[src/rtl/conv_pkg.sv]
// Shared types and width helpers for the convolution datapath and the
// input-memory stage that feeds it.
package conv_pkg;

  typedef logic [2:0] conv_state_t;

  localparam conv_state_t StIdle  = 3'd0;
  localparam conv_state_t StInit  = 3'd1;
  localparam conv_state_t StMac   = 3'd2;
  localparam conv_state_t StDrain = 3'd3;
  localparam conv_state_t StOut   = 3'd4;
  localparam conv_state_t StDone  = 3'd5;

  function automatic int unsigned k_bits(input int unsigned maxk);
    return $clog2(maxk + 1);
  endfunction

  function automatic int unsigned x_addr_bits(input int unsigned rows, input int unsigned cols);
    return $clog2(rows * cols);
  endfunction

  function automatic int unsigned w_addr_bits(input int unsigned maxk);
    return $clog2(maxk * maxk);
  endfunction

endpackage

[src/rtl/conv_addr_gen.sv]
// Window (r, c) and kernel-tap (i, j) counters with X/W read address generation.
module conv_addr_gen
  import conv_pkg::*;
#(
  parameter int unsigned R    = 15,
  parameter int unsigned C    = 13,
  parameter int unsigned MAXK = 7,
  localparam int unsigned K_BITS      = k_bits(MAXK),
  localparam int unsigned X_ADDR_BITS = x_addr_bits(R, C),
  localparam int unsigned W_ADDR_BITS = w_addr_bits(MAXK)
) (
  input  logic                   clk,
  input  logic                   reset,
  input  logic                   clear,
  input  logic                   step,
  input  logic                   next_window,
  input  logic [K_BITS-1:0]      k,
  output logic [X_ADDR_BITS-1:0] x_addr,
  output logic [W_ADDR_BITS-1:0] w_addr,
  output logic                   last_tap,
  output logic                   last_window
);

  logic [X_ADDR_BITS-1:0] r;
  logic [X_ADDR_BITS-1:0] c;
  logic [K_BITS-1:0]      i;
  logic [K_BITS-1:0]      j;

  logic [K_BITS-1:0]      k_last;
  logic [X_ADDR_BITS-1:0] k_x;
  logic [X_ADDR_BITS-1:0] r_last;
  logic [X_ADDR_BITS-1:0] c_last;
  logic [X_ADDR_BITS-1:0] row;
  logic [X_ADDR_BITS-1:0] col;

  assign k_last = k - K_BITS'(1);
  assign k_x    = X_ADDR_BITS'(k);
  // Top-left corner of the final window in each dimension.
  assign r_last = X_ADDR_BITS'(R) - k_x;
  assign c_last = X_ADDR_BITS'(C) - k_x;

  assign last_tap    = (i == k_last) && (j == k_last);
  assign last_window = (r == r_last) && (c == c_last);

  assign row    = r + X_ADDR_BITS'(i);
  assign col    = c + X_ADDR_BITS'(j);
  assign x_addr = row * X_ADDR_BITS'(C) + col;
  assign w_addr = W_ADDR_BITS'(i) * W_ADDR_BITS'(k) + W_ADDR_BITS'(j);

  always_ff @(posedge clk) begin
    if (reset || clear) begin
      r <= '0;
      c <= '0;
      i <= '0;
      j <= '0;
    end else begin
      if (step) begin
        if (j == k_last) begin
          j <= '0;
          i <= (i == k_last) ? '0 : i + K_BITS'(1);
        end else begin
          j <= j + K_BITS'(1);
        end
      end
      if (next_window) begin
        if (c != c_last) begin
          c <= c + X_ADDR_BITS'(1);
        end else begin
          c <= '0;
          r <= r + X_ADDR_BITS'(1);
        end
      end
    end
  end

endmodule

[src/rtl/conv_compute.sv]
// Walks every KxK window of X, multiply-accumulates against W on top of bias B
// and streams each result out over AXI-Stream.
module conv_compute
  import conv_pkg::*;
#(
  parameter int unsigned INW  = 10,
  parameter int unsigned R    = 15,
  parameter int unsigned C    = 13,
  parameter int unsigned MAXK = 7,
  parameter int unsigned OUTW = 32,
  localparam int unsigned K_BITS      = k_bits(MAXK),
  localparam int unsigned X_ADDR_BITS = x_addr_bits(R, C),
  localparam int unsigned W_ADDR_BITS = w_addr_bits(MAXK)
) (
  input  logic                   clk,
  input  logic                   reset,
  input  logic                   inputs_loaded,
  input  logic [K_BITS-1:0]      K,
  input  logic signed [INW-1:0]  B,
  output logic [X_ADDR_BITS-1:0] X_read_addr,
  input  logic signed [INW-1:0]  X_data,
  output logic [W_ADDR_BITS-1:0] W_read_addr,
  input  logic signed [INW-1:0]  W_data,
  output logic                   compute_finished,
  output logic signed [OUTW-1:0] AXIS_TDATA_OUT,
  output logic                   AXIS_TVALID_OUT,
  input  logic                   AXIS_TREADY_IN
);

  conv_state_t state_q;
  conv_state_t state_d;

  logic [K_BITS-1:0]      k_q;
  logic signed [OUTW-1:0] acc_q;
  logic                   a_vld_q;   // address register holds a live tap
  logic                   d_vld_q;   // memory data holds a live tap
  logic                   issued_q;  // last tap address already on the port

  logic                   step;
  logic                   next_window;
  logic                   last_tap;
  logic                   last_window;
  logic [X_ADDR_BITS-1:0] x_addr;
  logic [W_ADDR_BITS-1:0] w_addr;

  logic signed [2*INW-1:0] x_ext;
  logic signed [2*INW-1:0] w_ext;
  logic signed [2*INW-1:0] prod;
  logic signed [OUTW-1:0]  prod_ext;
  logic signed [OUTW-1:0]  bias_ext;
  logic signed [OUTW-1:0]  acc_sum;

  assign x_ext    = {{INW{X_data[INW-1]}}, X_data};
  assign w_ext    = {{INW{W_data[INW-1]}}, W_data};
  assign prod     = x_ext * w_ext;
  assign prod_ext = {{(OUTW-2*INW){prod[2*INW-1]}}, prod};
  assign bias_ext = {{(OUTW-INW){B[INW-1]}}, B};
  assign acc_sum  = d_vld_q ? acc_q + prod_ext : acc_q;

  assign step        = (state_q == StInit) || ((state_q == StMac) && !issued_q);
  assign next_window = (state_q == StOut) && AXIS_TREADY_IN && !last_window;

  assign compute_finished = (state_q == StDone);

  conv_addr_gen #(
    .R    (R),
    .C    (C),
    .MAXK (MAXK)
  ) u_addr_gen (
    .clk         (clk),
    .reset       (reset),
    .clear       (state_q == StIdle),
    .step        (step),
    .next_window (next_window),
    .k           (k_q),
    .x_addr      (x_addr),
    .w_addr      (w_addr),
    .last_tap    (last_tap),
    .last_window (last_window)
  );

  always_comb begin
    state_d = state_q;
    unique case (state_q)
      StIdle:  if (inputs_loaded) state_d = StInit;
      StInit:  state_d = StMac;
      StMac:   if (issued_q) state_d = StDrain;
      StDrain: state_d = StOut;
      StOut:   if (AXIS_TREADY_IN) state_d = last_window ? StDone : StInit;
      StDone:  state_d = StIdle;
      default: state_d = StIdle;
    endcase
  end

  always_ff @(posedge clk) begin
    if (reset) begin
      state_q         <= StIdle;
      k_q             <= '0;
      acc_q           <= '0;
      a_vld_q         <= 1'b0;
      d_vld_q         <= 1'b0;
      issued_q        <= 1'b0;
      X_read_addr     <= '0;
      W_read_addr     <= '0;
      AXIS_TDATA_OUT  <= '0;
      AXIS_TVALID_OUT <= 1'b0;
    end else begin
      state_q <= state_d;
      // Two-stage pipe: address issued -> address on port -> data returned.
      a_vld_q <= step;
      d_vld_q <= a_vld_q;
      if (step) begin
        X_read_addr <= x_addr;
        W_read_addr <= w_addr;
      end
      case (state_q)
        StIdle: if (inputs_loaded) k_q <= K;
        StInit: begin
          acc_q    <= bias_ext;
          issued_q <= 1'b0;
        end
        StMac: begin
          acc_q <= acc_sum;
          if (step && last_tap) issued_q <= 1'b1;
        end
        StDrain: begin
          AXIS_TDATA_OUT  <= acc_sum;
          AXIS_TVALID_OUT <= 1'b1;
        end
        StOut: if (AXIS_TREADY_IN) AXIS_TVALID_OUT <= 1'b0;
        default: ;
      endcase
    end
  end

endmodule
[config.mk]
export PLATFORM = sky130hd
export DESIGN_NAME = conv_compute
export DESIGN_NICKNAME = d
export VERILOG_FILES = /design/src/rtl/conv_pkg.sv /design/src/rtl/conv_addr_gen.sv /design/src/rtl/conv_compute.sv
export SDC_FILE = /design/constraint.sdc
export NUM_CORES = 1
export LEC_CHECK = 0
export CAP_MARGIN = 20
export CORE_MARGIN = 8
export CORE_UTILIZATION = 40
export DETAILED_ROUTE_END_ITERATION = 6
export PLACE_DENSITY = 0.58
export SLEW_MARGIN = 20
export SYNTH_ARGS = -nofsm -noshare
export SYNTH_HDL_FRONTEND = slang
export SYNTH_SLANG_ARGS = --single-unit
[constraint.sdc]
create_clock -name clk -period 10.5 [get_ports clk]
set_input_delay 3.15 -clock clk [delete_from_list [all_inputs] [get_ports clk]]
set_output_delay 3.15 -clock clk [all_outputs]
set_load 0.005 [all_outputs]
* Word level (Yosys, flattened, before mapping) *
Index checks and enable logic that the tools add are counted.
W data, S select, Z words.

storage, ports and cells
  logic and storage cells = 77
  flip-flop bits (word level) = 110

cells by class
  mux-type cells = 14
  bitwise operators = 1
  eq/ne operators = 14
  multiply operators = 3
  reduce and logical (&&, ||, !) cells = 19
  $add $sub $neg = 12

operator list
  kind                   number
  $pmux W32 S2           1
  $add A32 B20 Y32       1
  $mux W32               1
  $mul A10 B10 Y20       1
  $mux W3                6
  $add A8 B1 Y8 const B  2
  $add A8 B3 Y8          2
  $eq A8 B8 Y1           2
  $pmux W3 S5            1
  $reduce_and A2 Y1      5
  $sub A4 B3 Y5 const A  2
  $add A8 B8 Y8          1
  $mul A8 B4 Y8 const B  1
  $mux W8                1
  $ne A8 B8 Y1           1
  $add A3 B1 Y3 const B  2
  $add A6 B3 Y6          1
  $eq A3 B2 Y1 const B   2
  $eq A3 B3 Y1           2
  $eq A3 B3 Y1 const B   2
  $logic_and A1 B1 Y1    6
  $mul A3 B3 Y6          1
  $ne A2 B2 Y1 const B   3
  $pmux W1 S2            2
  other kinds (10)       14

* Logic depth before layout (Yosys ltp) *
Gate-level depths: netlist (run 1).

  depth in word-level cells = 6
  mapped depth = 22
  gate-level depth less buffers = 20

* Cells and area by module *
From an unflattened synthesis (run 1), not the netlist that was laid out.

second synthesis, totals
  cell total of the unflattened synthesis = 1428
  area, all modules = 12523.3 sq um

by module, submodules not included
  module         instances  area each (sq um)  sequential area each (sq um)  cells an instance
  conv_compute   1          10153.5            1761.7                        1166
  conv_addr_gen  1          2369.8             440.4                         262

* Worst setup path after synthesis (run 1) *
Ideal clock, no wire load.

  path type = in2reg
  start point = in X_data[9]
  end point = reg AXIS_TDATA_OUT[28]
  stages on the path = 18
  required time = 10383 ps
  library setup time = 117 ps
  data arrival time = 8479 ps
  setup slack = 1903 ps
  cell sequence = clkbuf_1 > nand2_1 > fa_1 > fa_1 > inv_1 > fa_1 > fa_1 > inv_1 > fa_1 > inv_1 > ha_1 > a21o_1 > a2111oi_2 > a2111oi_0 > nor2_1 > a21oi_2 > or3_1 > a32o_1

between the ends
  cells in the longest elaborated chain, start to end = 3

RTL lines
  what                  line                 text
  start, declared       conv_compute.sv:21   input logic signed [INW-1:0] X_data,
  $mul A10 B10 Y20      conv_compute.sv:55   assign prod = x_ext * w_ext;
  $add A32 B20 Y32      conv_compute.sv:58   assign acc_sum = d_vld_q ? acc_q + prod_ext : acc_q;
  $mux W32              conv_compute.sv:58
  end signal, assigned  conv_compute.sv:127  AXIS_TDATA_OUT <= acc_sum;
  end, declared         conv_compute.sv:25   output logic signed [OUTW-1:0] AXIS_TDATA_OUT,

Every way passes these cells.
A chain may end at the register's enable or synchronous reset.

* Final worst setup path (run 1) *
  start point = in W_data[1]
  end point = reg AXIS_TDATA_OUT[28]

between the ends
  cells in the longest elaborated chain, start to end = 3

RTL lines
  what              line                text
  start, declared   conv_compute.sv:23  input logic signed [INW-1:0] W_data,
  $mul A10 B10 Y20  conv_compute.sv:55
  $add A32 B20 Y32  conv_compute.sv:58
  $mux W32          conv_compute.sv:58

Every way passes these cells.

==> results.txt, run 1 <==
----------------------------------------------------
[Global route]
  Remaining Overflow, GRT ... 0
  Number of antenna violations at the first check in global routing ... 0
  Number of global-route vias before repair ... 10300
  Total routing usage reported by global routing ... 17.5%
  Wire length of the first global-routing pass ... 54000 um
  Pin count of the biggest net entering global routing ... 80

[Pwr]
  Sw frac ... 53.8%
  Peak ir drop on the vdd network ... 0.232 mV
  Switching pwr ... 2.25 mW
  Internal Power ... 1.94 mW
  Fraction of power consumed by the clock network ... 8.2%
  Flop pwr share ... 10.9%
  Logic gate share of total power ... 80.9%
  Cell area power density ... 298 nW/um2
  Power after layout ... 4.19 mW
  Leakage dissipation ... 6.44 nW

[Synthesis]
  Post-synthesis cell type count ... 78
  Number of synthesized flops with an enable pin ... 0
  Top cells by count, synth ... sky130_fd_sc_hd__inv_1, sky130_fd_sc_hd__fa_1, sky130_fd_sc_hd__nand2_1
  Warnings, synthesis ... 0
  Synthesis-stage register bit count ... 110
  Share of flip-flops with an asynchronous set or reset ... 0%
  Leading cell types by total area after synthesis ... sky130_fd_sc_hd__fa_1, sky130_fd_sc_hd__dfxtp_1, sky130_fd_sc_hd__ha_1, sky130_fd_sc_hd__inv_1, sky130_fd_sc_hd__nand2_1
  Post-synthesis net count ... 1780
  Proportion of netlist area held by the largest area contributor ... 25.9%
  Mapped Area ... 12600 um2
  Ys flop type ... sky130_fd_sc_hd__dfxtp_1
  Seq/Total Area, Yosys ... 17.4%
  Library cell occupying the most area in the post-synthesis netlist ... sky130_fd_sc_hd__fa_1
  Most frequently used cell type in the post-synthesis netlist ... sky130_fd_sc_hd__inv_1
  Gate Count Post-Synth ... 1464
  Post-synthesis average cell area ... 8.62 um2

[STA]
  Final number of hold-violating endpoints ... 0
  Fraction of the cycle the final worst path needs ... 91.3%
  Worst max-slew margin expressed relative to the limit ... 29.6%
  RSZ-0062 raised after global routing ... false
  Setup-violating endpoint count in the final report ... 0
  Achievable Freq ... 0.104 GHz
  Max-slew violation count ... 0
  Worst Clk Skew ... 0.0104 ns
  Actual slew at the worst max-slew pin ... 1.06 ns
  Summed negative setup slack over all endpoints ... 0 ns
  Post-route minimum period ... 9.59 ns

[Clock tree]
  Number of buffers on the longest clock path ... 2
  CTS clk-pin slew, worst paths ... 0.08 ns
  Deepest level of the CTS H-tree ... 3
  Count of instances resized after the clock tree is built ... 0
  Clock tree root driver cell ... sky130_fd_sc_hd__clkbuf_16
  Hold buffer count at cts ... 0
  Sinks on Clock Net ... 110
  Number of CTS-inserted buffers ... 9
  Buffer count from post-CTS setup fixing ... 0
  Worst skew pair latency ... 0.36 ns
  Clock tree from TritonCTS ... done

[Floorplan]
  Total number of placement rows ... 65
  Initial core utilization ... 40.3%
  Die ar. ... 37500 um2
  Width of the die ... 194 um
  Floorplan Core Area ... 31300 um2
  I/O pins ... 85
  Die span in y ... 194 um

[Finish]
  Final cell utilization of the core ... 44.9%
  Layout cells sized above 1 ... 4.31%
  Area occupied by registers ... 2200 um2
  Antenna Diode Count ... 0
  Area of the multi-input gates ... 9130 um2
  Area added between synthesis and finish ... 11.4%
  Number of nets in the final layout ... 1819
  Filler Cells Inserted ... 3078

[Drt]
  DRC Markers ... 0
  Average wire per standard cell ... 16.6 um
  Detailed-router iteration count before antenna repair ... 5
  Final Routed Wirelength ... 31700 um
  Drt via density ... 5.11
  Number of violations reported at the end of detailed-routing iteration 0 ... 514
  Via count of the routed design ... 9758
  Final ANT Viol Nets ... 0

[Setup path]
  CP endpoint kind ... flop
  Critical path, cell by cell ... clkdlybuf4s50_1 -> nand2_1 -> fa_1 -> fa_1 -> inv_1 -> fa_1 -> fa_1 -> inv_1 -> fa_1 -> inv_1 -> ha_1 -> nand2_1 -> a21oi_1 -> o21ai_0 -> a2111oi_0 -> nor2_1 -> a21oi_2 -> nand3_1 -> a32o_1
  Crit path launch type ... input port
  Most repeated library cell on the critical path ... sky130_fd_sc_hd__fa_1
  Critical-path top delay cell ... sky130_fd_sc_hd__a2111oi_0
  Critical path buffer and inverter count ... 4
  Top fanout value on the critical path ... 10
  CP Launch Point ... W_data[1]
  Required time at the worst-slack endpoint ... 10.75 ns
  Start of the worst register-to-register path ... acc_q[9]
  Worst EP arrival ... 9.84 ns
  CP top delay family ... adder cells
  Number of cells on the worst reg-to-reg path ... 15
  Longest individual stage delay on the worst path ... 0.87 ns
  CP Class ... in -> reg
  Worst reg-to-reg setup slack ... 5.32 ns
  Endpoint of the lowest-slack register-to-register path ... AXIS_TDATA_OUT[28]

[Hold path]
  Hold wc startpoint ... a_vld_q
  Kind of path behind the tightest hold check ... reg -> reg
  Number of instances on the worst hold path ... 1
  End of the worst hold path ... d_vld_q

[Placement]
  GP Congestion ... 0.860
  HPWL Detailed ... 25300 um
  Quantity of I/O buffers inserted on ports ... 84

[Outcome]
  Status ... finished clean

[Run]
  Number of maximum-capacitance violations ... 0

----------------------------------------------------
## sequential cells by signal (all words and copies together), names as in the netlist, 6 cells and up
signal	flops
AXIS_TDATA_OUT	32
acc_q	32
X_read_addr	8
u_addr_gen.c	8
u_addr_gen.r	8
W_read_addr	6
## per-layer routing
| metal | global-route usage [%] | routed length, um |
|---|---|---|
| met4 | 4.68 | 595 |
| met1 | 23.2 | 14900 |
| met3 | 2.41 | 1200 |
| met5 | 0 | 0 |
| met2 | 29.6 | 15000 |
## cell usage in the layout, fill, tap and decap left out, types with 3 or more instances in the layout
master / Yosys / final
sky130_fd_sc_hd__xnor2_1: 48 / 48
sky130_fd_sc_hd__nand4_1: 8 / 8
sky130_fd_sc_hd__and3_1: 12 / 12
sky130_fd_sc_hd__nand2_1: 133 / 133
sky130_fd_sc_hd__a221oi_1: 9 / 9
sky130_fd_sc_hd__ha_1: 116 / 116
sky130_fd_sc_hd__nand3_1: 14 / 14
sky130_fd_sc_hd__mux2i_1: 13 / 13
sky130_fd_sc_hd__and2_1: 44 / 44
sky130_fd_sc_hd__xor2_1: 21 / 21
sky130_fd_sc_hd__nor2_1: 104 / 104
sky130_fd_sc_hd__nor3_2: 2 / 3
sky130_fd_sc_hd__nor4b_1: 3 / 3
sky130_fd_sc_hd__inv_1: 274 / 274
sky130_fd_sc_hd__a211oi_1: 17 / 17
sky130_fd_sc_hd__fa_1: 163 / 163
sky130_fd_sc_hd__clkbuf_16: 0 / 9
sky130_fd_sc_hd__nand2b_1: 9 / 9
sky130_fd_sc_hd__o22ai_1: 12 / 12
sky130_fd_sc_hd__a21oi_1: 99 / 99
sky130_fd_sc_hd__o21ai_0: 27 / 27
sky130_fd_sc_hd__a21o_2: 4 / 4
sky130_fd_sc_hd__a21oi_2: 4 / 4
sky130_fd_sc_hd__mux2_2: 6 / 6
sky130_fd_sc_hd__or3_1: 10 / 10
sky130_fd_sc_hd__clkinv_4: 0 / 3
sky130_fd_sc_hd__nand3b_1: 4 / 4
sky130_fd_sc_hd__a31oi_1: 12 / 12
sky130_fd_sc_hd__a21o_1: 19 / 19
sky130_fd_sc_hd__a211oi_2: 3 / 3
sky130_fd_sc_hd__o21bai_1: 6 / 6
sky130_fd_sc_hd__buf_4: 2 / 9
sky130_fd_sc_hd__nor2b_1: 18 / 18
sky130_fd_sc_hd__dfxtp_1: 110 / 109
sky130_fd_sc_hd__clkdlybuf4s50_1: 0 / 83
sky130_fd_sc_hd__o21a_1: 7 / 7
sky130_fd_sc_hd__nor3_1: 17 / 16
sky130_fd_sc_hd__o211ai_1: 3 / 3
## how the worst max path moves through the flow
stage                                    end  slack (ns)  depth (start not counted)
after global routing      AXIS_TDATA_OUT[28]        0.41                         19
after detailed placement  AXIS_TDATA_OUT[28]        0.57                         19
final                     AXIS_TDATA_OUT[28]        0.91                         19
after CTS                 AXIS_TDATA_OUT[28]        0.93                         19
after global placement    AXIS_TDATA_OUT[28]        0.68                         19
after floorplan           AXIS_TDATA_OUT[28]        1.90                         18
## area by class of cell
class                      count  area share [%]
clock buffer                   9            1.60
timing repair buffer          93            6.43
inverter                     275            7.34
multi-input combinational   1014            64.9
sequential                   110            15.7
clock inverter                 7           0.463
tap                          402            3.58
## cell families after synthesis
family,after synthesis,share of synthesized area [%]
XOR/XNOR,69,4.79
AND/OR/NAND/NOR,397,15.3
flip-flops,110,17.4
AO/OA/AOI/OAI,250,13.1
multiplexers,19,1.57
buffers and inverters,340,10.4
adder cells (fa/ha/maj),279,37.4
## power by group through the flow
stage / logic (mW) / clock network (mW) / registers [mW]
2_1_floorplan: 2.62 / 0 / 0.454
3_3_place_gp: 3.33 / 0 / 0.466
3_5_place_dp: 3.34 / 0 / 0.466
4_1_cts: 3.38 / 0.357 / 0.456
5_1_grt: 3.84 / 0.370 / 0.459
6_report: 3.39 / 0.345 / 0.456
## through the flow
stage               std cells  hold WS [ns]  worst slack (ns)  area [um2]
finish                   1910         0.442             0.912       14100
detailed placement       1894         0.429             0.570       13800
global route             1910         0.459             0.413       14100
CTS                      1910         0.445             0.929       14100
floorplan                1464         0.414              1.90       12600
global placement         1894         0.421             0.681       13800
Power figures use the tool's default switching activity.
==> run 2: changes to the inputs <==
--- a/config.mk
+++ b/config.mk
@@ -6,8 +6,9 @@
 export NUM_CORES = 1
 export LEC_CHECK = 0
 export CAP_MARGIN = 20
-export CORE_MARGIN = 8
+export CORE_MARGIN = 2
 export CORE_UTILIZATION = 40
+export CTS_CLUSTER_DIAMETER = 200
 export DETAILED_ROUTE_END_ITERATION = 6
 export PLACE_DENSITY = 0.58
 export SLEW_MARGIN = 20
==> run 2 against run 1 <==
Maximum frequency up 0.71%; critical path depth unchanged; die area down 12%.
==> results.txt, run 2 (synthesized netlist as in run 1, its figures left out) <==
----------------------------------------------------
[Outcome]
  Status ... finished clean (unchanged)

[Drt]
  Final ANT Viol Nets ... 0 (unchanged)
  Via count of the routed design ... 9668 (was 9758)
  Number of violations reported at the end of detailed-routing iteration 0 ... 432 (was 514)
  Detailed-router iteration count before antenna repair ... 5 (unchanged)
  Final Routed Wirelength ... 30600 um (was 31700 um)
  Drt via density ... 5.06 (was 5.11)
  DRC Markers ... 0 (unchanged)
  Average wire per standard cell ... 16.0 um (was 16.6 um)

[Setup path]
  CP Class ... in -> reg (unchanged)
  Crit path launch type ... input port (unchanged)
  Endpoint of the lowest-slack register-to-register path ... AXIS_TDATA_OUT[28] (unchanged)
  Endpoint of the worst setup timing path ... AXIS_TDATA_OUT[28] (unchanged)
  CP Launch Point ... W_data[1] (unchanged)
  Worst EP arrival ... 9.77 ns (was 9.84 ns)
  Number of cells on the worst reg-to-reg path ... 15 (unchanged)
  Top fanout value on the critical path ... 10 (unchanged)
  Worst reg-to-reg setup slack ... 5.39 ns (was 5.32 ns)
  Start of the worst register-to-register path ... acc_q[9] (unchanged)
  CP endpoint kind ... flop (unchanged)
  Required time at the worst-slack endpoint ... 10.75 ns (about the same)

[Clock tree]
  Number of CTS-inserted buffers ... 9 (unchanged)
  Worst skew pair latency ... 0.36 ns (about the same)
  Number of buffers on the longest clock path ... 2 (unchanged)
  Buffer count from post-CTS setup fixing ... 0 (unchanged)
  Deepest level of the CTS H-tree ... 3 (unchanged)
  Hold buffer count at cts ... 0 (unchanged)
  Clock tree from TritonCTS ... done (unchanged)
  Sinks on Clock Net ... 110 (unchanged)
  Clock tree root driver cell ... sky130_fd_sc_hd__clkbuf_16 (unchanged)
  CTS clk-pin slew, worst paths ... 0.08 ns (about the same)
  Count of instances resized after the clock tree is built ... 0 (unchanged)

[Floorplan]
  Floorplan Core Area ... 31300 um2 (unchanged)
  Width of the die ... 182 um (was 194 um)
  Total number of placement rows ... 65 (unchanged)
  I/O pins ... 85 (unchanged)
  Initial core utilization ... 40.3% (unchanged)
  Die span in y ... 182 um (was 194 um)
  Die ar. ... 33000 um2 (was 37500 um2)

[Placement]
  HPWL Detailed ... 24600 um (was 25300 um)
  Quantity of I/O buffers inserted on ports ... 84 (unchanged)
  GP Congestion ... 0.895 (was 0.860)

[Global route]
  Number of global-route vias before repair ... 9981 (was 10300)
  Total routing usage reported by global routing ... 19.6% (was 17.5%)
  Remaining Overflow, GRT ... 0 (unchanged)
  Number of antenna violations at the first check in global routing ... 1 (was 0)
  Wire length of the first global-routing pass ... 52200 um (was 54000 um)
  Pin count of the biggest net entering global routing ... 80 (unchanged)

[STA]
  Max-slew violation count ... 0 (unchanged)
  Fraction of the cycle the final worst path needs ... 90.7% (was 91.3%)
  Post-route minimum period ... 9.52 ns (was 9.59 ns)
  Setup-violating endpoint count in the final report ... 0 (unchanged)
  Worst Clk Skew ... 0.0169 ns (was 0.0104 ns)
  RSZ-0062 raised after global routing ... false (unchanged)
  Summed negative setup slack over all endpoints ... 0 ns (unchanged)
  Final number of hold-violating endpoints ... 0 (unchanged)
  Achievable Freq ... 0.105 GHz (was 0.104 GHz)
  Worst max-slew margin expressed relative to the limit ... 30.0% (was 29.6%)
  Actual slew at the worst max-slew pin ... 1.05 ns (was 1.06 ns)

[Finish]
  Top flop regs ... AXIS_TDATA_OUT (32), acc_q (32) (unchanged)
  Filler Cells Inserted ... 3070 (was 3078)
  Number of nets in the final layout ... 1818 (was 1819)
  Area added between synthesis and finish ... 11.5% (was 11.4%)
  Layout cells sized above 1 ... 4.25% (was 4.31%)
  Commonest cells after routing, fill and taps aside ... sky130_fd_sc_hd__inv_1, sky130_fd_sc_hd__fa_1, sky130_fd_sc_hd__nand2_1 (unchanged)
  Final cell utilization of the core ... 44.9% (about the same)
  Commonest non-fill, non-tap cell in the layout ... sky130_fd_sc_hd__inv_1 (unchanged)

[Hold path]
  Kind of path behind the tightest hold check ... reg -> reg (unchanged)

[Run]
  Number of maximum-capacitance violations ... 0 (unchanged)

[Pwr]
  Cell area power density ... 298 nW/um2 (about the same)
  Leakage dissipation ... 6.44 nW (about the same)
  Peak ir drop on the vdd network ... 0.243 mV (was 0.232 mV)

----------------------------------------------------
-- run 2: cell types whose count changed in the layout (fill, tap and decap cells not counted), sizes merged --
cell / delta
buf: -1
diode: +2
inv: +1
clkinvlp: -1
-- run 2: worst min path at each step --
stage / startpoint / end / slack (ns) / depth (start not counted)
floorplan: a_vld_q / d_vld_q / 0.41 / 1
global placement: a_vld_q / d_vld_q / 0.42 / 1
detailed placement: a_vld_q / d_vld_q / 0.42 / 1
CTS: a_vld_q / d_vld_q / 0.44 / 1
global route: a_vld_q / d_vld_q / 0.45 / 1
finish: a_vld_q / d_vld_q / 0.44 / 1
-- run 2: layout make-up --
type	count	area (um2)	area share [%]
Multi-Input combinational cell	1014	9130	64.9
Clock buffer	9	225	1.60
Sequential cell	110	2200	15.7
Antenna cell	2	5.00	0.0356
Clock inverter	7	75.1	0.534
Inverter	275	1030	7.34
Tap cell	402	503	3.58
Timing Repair Buffer	92	896	6.37
-- run 2: worst max-delay path: stages --
cell	delay, ns
sky130_fd_sc_hd__clkdlybuf4s50_1	0.72
sky130_fd_sc_hd__nand2_1	0.21
sky130_fd_sc_hd__fa_1	0.66
sky130_fd_sc_hd__fa_1	0.70
sky130_fd_sc_hd__inv_1	0.34
sky130_fd_sc_hd__fa_1	0.52
sky130_fd_sc_hd__fa_1	0.49
sky130_fd_sc_hd__inv_1	0.05
sky130_fd_sc_hd__fa_1	0.54
sky130_fd_sc_hd__inv_1	0.05
sky130_fd_sc_hd__ha_1	0.36
sky130_fd_sc_hd__nand2_1	0.09
sky130_fd_sc_hd__a21oi_1	0.17
sky130_fd_sc_hd__o21ai_0	0.13
sky130_fd_sc_hd__a2111oi_0	0.79
sky130_fd_sc_hd__nor2_1	0.16
sky130_fd_sc_hd__a21oi_2	0.23
sky130_fd_sc_hd__nand3_1	0.10
sky130_fd_sc_hd__a32o_1	0.30
-- run 2: through the flow --
step	setup slack [ns]	power, mW	cells	hold WS (ns)	cell area, um2
floorplan	1.90	3.07	1464	0.414	12600
finish	0.980	4.19	1911	0.442	14100
global route	0.590	4.64	1910	0.451	14100
CTS	1.03	4.19	1909	0.442	14100
global placement	0.696	3.79	1893	0.416	13800
detailed placement	0.673	3.81	1893	0.423	13800
-- run 2: layer usage --
layer  routed length (um)  part of all wire [%]  global-route usage (%)
met5                    0                     0                       0
met4                  478                   1.6                    5.11
met3                 1100                   3.6                    2.35
met2                14400                    47                    32.6
met1                14600                    48                    27.2
-- run 2: report_power, final --
part / internal (mW) / total (mW) / switching (mW)
Sequential: 0.434 / 0.455 / 0.0214
Combinational: 1.33 / 3.38 / 2.05
Clock: 0.170 / 0.351 / 0.182
Total: 1.94 / 4.19 / 2.25
==> run 3: changes to the inputs <==
--- a/config.mk
+++ b/config.mk
@@ -6,11 +6,13 @@
 export NUM_CORES = 1
 export LEC_CHECK = 0
 export CAP_MARGIN = 20
+export CORE_ASPECT_RATIO = 0.9
 export CORE_MARGIN = 2
 export CORE_UTILIZATION = 40
 export CTS_CLUSTER_DIAMETER = 200
 export DETAILED_ROUTE_END_ITERATION = 6
-export PLACE_DENSITY = 0.58
+export DONT_BUFFER_PORTS = 1
+export PLACE_DENSITY = 0.54
 export SLEW_MARGIN = 20
 export SYNTH_ARGS = -nofsm -noshare
 export SYNTH_HDL_FRONTEND = slang
==> run 3 against run 2 <==
Worst setup slack improved by 0.94 ns; critical path depth fell by 1; via count fell by 3.9%; critical path type unchanged; critical endpoint unchanged; largest cell class unchanged.
==> results.txt, run 3 (synthesized netlist as in run 1, its figures left out) <==
----------------------------------------------------
[Floorplan]
  I/O pins ... 85 (unchanged)
  Die ar. ... 33000 um2 (about the same)
  Width of the die ... 191 um (was 182 um)
  Initial core utilization ... 40.7% (was 40.3%)
  Total number of placement rows ... 61 (was 65)
  Floorplan Core Area ... 31000 um2 (was 31300 um2)
  Die span in y ... 173 um (was 182 um)

[STA]
  Summed negative setup slack over all endpoints ... 0 ns (unchanged)
  Setup-violating endpoint count in the final report ... 0 (unchanged)
  Post-route minimum period ... 8.58 ns (was 9.52 ns)
  Worst Clk Skew ... 0.00670 ns (was 0.0169 ns)
  Max-slew violation count ... 0 (unchanged)
  RSZ-0062 raised after global routing ... false (unchanged)
  Final number of hold-violating endpoints ... 0 (unchanged)
  Actual slew at the worst max-slew pin ... 0.987 ns (was 1.05 ns)
  Achievable Freq ... 0.117 GHz (was 0.105 GHz)
  Worst max-slew margin expressed relative to the limit ... 34.2% (was 30.0%)
  Fraction of the cycle the final worst path needs ... 81.7% (was 90.7%)

[Finish]
  Filler Cells Inserted ... 3184 (was 3070)
  Number of nets in the final layout ... 1734 (was 1818)
  Commonest cells after routing, fill and taps aside ... sky130_fd_sc_hd__inv_1, sky130_fd_sc_hd__fa_1, sky130_fd_sc_hd__nand2_1 (unchanged)
  Non-Filler Cell Area, Final ... 13200 um2 (was 14100 um2)
  Antenna Diode Count ... 0 (was 2)
  Layout cells sized above 1 ... 4.36% (was 4.25%)
  Top flop regs ... AXIS_TDATA_OUT (32), acc_q (32) (unchanged)
  Area added between synthesis and finish ... 4.72% (was 11.5%)
  Commonest non-fill, non-tap cell in the layout ... sky130_fd_sc_hd__inv_1 (unchanged)

[Clock tree]
  CTS clk-pin slew, worst paths ... 0.08 ns (about the same)
  Number of buffers on the longest clock path ... 2 (unchanged)
  Clock tree from TritonCTS ... done (unchanged)
  Clock tree root driver cell ... sky130_fd_sc_hd__clkbuf_16 (unchanged)
  Sinks on Clock Net ... 110 (unchanged)
  Buffer count from post-CTS setup fixing ... 0 (unchanged)
  Hold buffer count at cts ... 0 (unchanged)
  Worst skew pair latency ... 0.35 ns (was 0.36 ns)
  Count of instances resized after the clock tree is built ... 0 (unchanged)
  Number of CTS-inserted buffers ... 9 (unchanged)
  Deepest level of the CTS H-tree ... 3 (unchanged)

[Drt]
  DRC Markers ... 0 (unchanged)
  Via count of the routed design ... 9291 (was 9668)
  Detailed-router iteration count before antenna repair ... 5 (unchanged)
  Final Routed Wirelength ... 30400 um (was 30600 um)
  Drt via density ... 5.07 (was 5.06)
  Number of violations reported at the end of detailed-routing iteration 0 ... 448 (was 432)
  Final ANT Viol Nets ... 0 (unchanged)
  Average wire per standard cell ... 16.6 um (was 16.0 um)

[Placement]
  Dpl cell area ... 12900 um2 (was 13800 um2)
  Quantity of I/O buffers inserted on ports ... 0 (was 84)
  GP Congestion ... 0.904 (was 0.895)
  HPWL Detailed ... 24400 um (was 24600 um)

[Setup path]
  Required time at the worst-slack endpoint ... 10.75 ns (about the same)
  Worst EP arrival ... 8.83 ns (was 9.77 ns)
  CP endpoint kind ... flop (unchanged)
  Top fanout value on the critical path ... 10 (unchanged)
  CP Class ... in -> reg (unchanged)
  Crit path launch type ... input port (unchanged)

[Global route]
  Number of antenna violations at the first check in global routing ... 0 (was 1)
  Pin count of the biggest net entering global routing ... 80 (unchanged)
  Number of global-route vias before repair ... 9556 (was 9981)
  Total routing usage reported by global routing ... 19.5% (was 19.6%)
  Wire length of the first global-routing pass ... 51500 um (was 52200 um)
  Remaining Overflow, GRT ... 0 (unchanged)

[Pwr]
  Peak ir drop on the vdd network ... 0.225 mV (was 0.243 mV)
  Cell area power density ... 312 nW/um2 (was 298 nW/um2)
  Leakage dissipation ... 6.13 nW (was 6.44 nW)

[Hold path]
  Kind of path behind the tightest hold check ... reg -> reg (unchanged)

[Run]
  Number of maximum-capacitance violations ... 0 (unchanged)

[Outcome]
  Status ... finished clean (unchanged)

----------------------------------------------------
run 3: changes by cell type in the layout (fill, tap and decap cells not counted), sizes merged:
cell           change
clkinv             -2
diode              -2
buf                -1
clkdlybuf4s50     -83
inv                -2
clkinvlp           +1
clkbuf             +2
run 3: per-layer routing:
| metal | track usage, % | part of all wire (%) | vias to the layer above |
|---|---|---|---|
| met5 | 0 | 0 | - |
| met4 | 3.11 | 1.1 | 0 |
| met3 | 3.29 | 4.6 | 21 |
| met2 | 32.0 | 46 | 150 |
| met1 | 27.3 | 48 | 4537 |
| li1 | - | - | 4583 |
run 3: worst paths after layout:
path                            slack (ns)       from                  to  cells past startpoint
worst max-delay path                  1.92  W_data[1]  AXIS_TDATA_OUT[28]                     18
worst min-delay path                  0.44    a_vld_q             d_vld_q                      1
worst max register to register        5.46   acc_q[9]  AXIS_TDATA_OUT[28]                     15
worst min register to register        0.44    a_vld_q             d_vld_q                      1
run 3: area by class of cell:
type | count | area (um2) | share of cell area [%]
clock buffer | 11 | 253 | 1.91
clock inverter | 4 | 30.0 | 0.227
inverter | 275 | 1030 | 7.81
multi-input combinational | 1014 | 9130 | 69.0
sequential | 110 | 2200 | 16.7
tap | 409 | 512 | 3.87
timing repair buffer | 8 | 60.1 | 0.454
run 3: critical path: stages:
cell and delay (ns):
sky130_fd_sc_hd__nand2_1 0.10, sky130_fd_sc_hd__fa_1 0.65, sky130_fd_sc_hd__fa_1 0.68, sky130_fd_sc_hd__inv_1 0.35, sky130_fd_sc_hd__fa_1 0.52, sky130_fd_sc_hd__fa_1 0.49, sky130_fd_sc_hd__inv_1 0.05, sky130_fd_sc_hd__fa_1 0.53
sky130_fd_sc_hd__inv_1 0.05, sky130_fd_sc_hd__ha_1 0.35, sky130_fd_sc_hd__nand2_1 0.09, sky130_fd_sc_hd__a21oi_1 0.16, sky130_fd_sc_hd__o21ai_0 0.14, sky130_fd_sc_hd__a2111oi_0 0.75, sky130_fd_sc_hd__nor2_1 0.16, sky130_fd_sc_hd__a21oi_2 0.21
sky130_fd_sc_hd__nand3_1 0.09, sky130_fd_sc_hd__a32o_1 0.30
run 3: per-stage QoR:
| step | utilization (%) | instances | worst slack [ns] | hold slack (ns) | total power [mW] |
|---|---|---|---|---|---|
| finish | 42.6 | 1831 | 1.92 | 0.440 | 4.12 |
| global route | 42.6 | 1831 | 1.52 | 0.455 | 4.64 |
| CTS | 42.6 | 1831 | 1.97 | 0.438 | 4.15 |
| detailed placement | 41.7 | 1816 | 1.59 | 0.425 | 3.77 |
| global placement | 41.7 | 1816 | 1.64 | 0.419 | 3.76 |
| floorplan | - | 1464 | 1.90 | 0.414 | 3.07 |
run 3: report_power, final:
group / switching [mW] / total, mW / internal, mW
Clock: 0.165 / 0.339 / 0.174
Sequential: 0.0238 / 0.458 / 0.434
Combinational: 2.00 / 3.32 / 1.32
==> edit (config.mk and constraints of run 2) <==
The parameter `INW` goes from 10 to 9.
--- a/src/rtl/conv_compute.sv
+++ b/src/rtl/conv_compute.sv
@@ -4,5 +4,5 @@
   import conv_pkg::*;
 #(
-  parameter int unsigned INW  = 10,
+  parameter int unsigned INW  = 9,
   parameter int unsigned R    = 15,
   parameter int unsigned C    = 13,
Interface: changed (resized B, W_data and X_data); port bits go from 85 to 82. No check against the original RTL was run, so the function may have changed too.
==> edit against run 2 <==
  * Final area is 6.7% lower
  * Hold slack improved by 0.0024 ns
  * Sequential power increased by 2%
  * Critical path depth is 3 higher
  * Sequential cell count unchanged
  * Sequential share of layout area up 1.1 points
  * Wire length decreased by 2.7%
  * First-iteration DRC count shrank 1.6%
  * Synthesized area shrank 7.4%
  * Via count is 2.6% lower
  * Power decreased by 12%
  * Utilization is 0.82 points higher
  * Worst setup slack improved by 0.039 ns
==> edit: results (changes against run 2) <==
| Metric | Value |
|---|---|
| Post-DP HPWL | 23200 µm (-5.7%) |
| Top Metal Used | met4 |
| Crit-path max FO | 9 (-1) |
| GR Util met1 | 28.8% (+1.6 points) |
| DR vias | 9416 (-2.6%) |
| Slowest CP cell | clkdlybuf4s50_1 |
| Worst rel slew slack | 32.4% (+2.4 points) |
| Ant diodes | 0 (-2) |
| WL final | 29800 µm (-2.7%) |
| Cell Area, Placed | 12800 µm² (-6.8%) |
| Vias in the first global route | 9584 (-4.0%) |
| Post-synth cell types | 67 (-14%) |
| Gate power share | 77.7% (-3.0 points) |
| Synth cell count leaders | inv_1, fa_1, nand2_1 |
| DR WL met2 | 13500 µm (-6.1%) |
| GPL Wtd Cong | 0.876 (-2.1%) |
| Synth Instances | 1385 (-5.4%) |
| Routed wl met3 | 1150 µm (+4.1%) |
| Comb pwr | 2.85 mW (-16%) |
| Clk network pwr share | 9.7% (+1.3 points) |
| Initial antenna violation count | 0 (-1) |
| Pin count of the biggest net entering global routing | 75 (-6.3%) |
| Area fraction in compound gates after synthesis | 15.2% (+2.0 points) |
| XOR/XNOR share of the synthesized area | 4.80% (+0.0098 points) |
| Top flop regs | AXIS_TDATA_OUT x32, acc_q x32 |
| Met1 wire length | 14500 µm (-0.36%) |
| Skew final | 0.00921 ns (-0.00772 ns) |
| Mux share of post-synthesis cell area | 1.92% (+0.35 points) |
| Seq/Total Area, Yosys | 18.9% (+1.4 points) |
| Critical Path AT | 9.69 ns (-0.08 ns) |
| Total GRT Usage | 20.4% (+0.73 points) |
| VDD IR max | 0.222 mV (-8.8%) |
| Post-synthesis adder-cell area fraction | 34.3% (-3.0 points) |
| Internal Dissipation | 1.70 mW (-12%) |
| Synthesized Nets | 1662 (-6.6%) |
| Status | finished clean |
| Global-route met3 utilization | 2.20% (-0.15 points) |
| Pre-CTS setup slack | 0.670 ns (-0.00300 ns) |
| DRT Pass-1 Iters | 7 (+2) |
| Synth top area cells | fa_1, dfxtp_1, ha_1, inv_1, a21oi_1 |
| Global-route wire length before repair | 50100 µm (-3.9%) |
| Port bufs | 81 (-3.6%) |
| Max incr delay on CP | 0.67 ns (-0.12 ns) |
| Grt met2 use | 33.0% (+0.36 points) |
| Dpl cells | 1798 (-5.0%) |
| Share of cells above drive strength 1 | 3.43% (-0.82 points) |
| Leakage | 6.16 nW (-4.4%) |
| Initial drt markers | 425 (-1.6%) |
[edit: changes by cell type after synthesis, sizes merged, moves of 7 or more]
| cell | before | now |
|---|---|---|
| a221oi | 9 | 16 |
| fa | 163 | 129 |
| inv | 274 | 236 |
| nand2 | 133 | 123 |
| nand3 | 14 | 25 |
| nor2 | 104 | 89 |
| nor2b | 18 | 8 |
| nor3 | 19 | 11 |
| o21ai | 30 | 45 |
| o22ai | 12 | 3 |
[edit: area by class of cell]
type                            instances  area [µm²]
Clock buffer                            9         225
Sequential cell                       110        2200
Multi-Input combinational cell        973        8350
Inverter                              237         890
Fill cell                            2893       15600
Timing Repair Buffer                   94         903
Tap cell                              384         480
Clock inverter                          7        77.6
[edit: path summary, 6_finish.rpt]
path	slack [ns]	cells past startpoint	from	to
setup / recovery	1.02	22	X_data[8]	AXIS_TDATA_OUT[31]
hold / removal	0.44	1	a_vld_q	d_vld_q
setup reg to reg	5.75	16	acc_q[8]	acc_q[28]
hold reg to reg	0.44	1	a_vld_q	d_vld_q
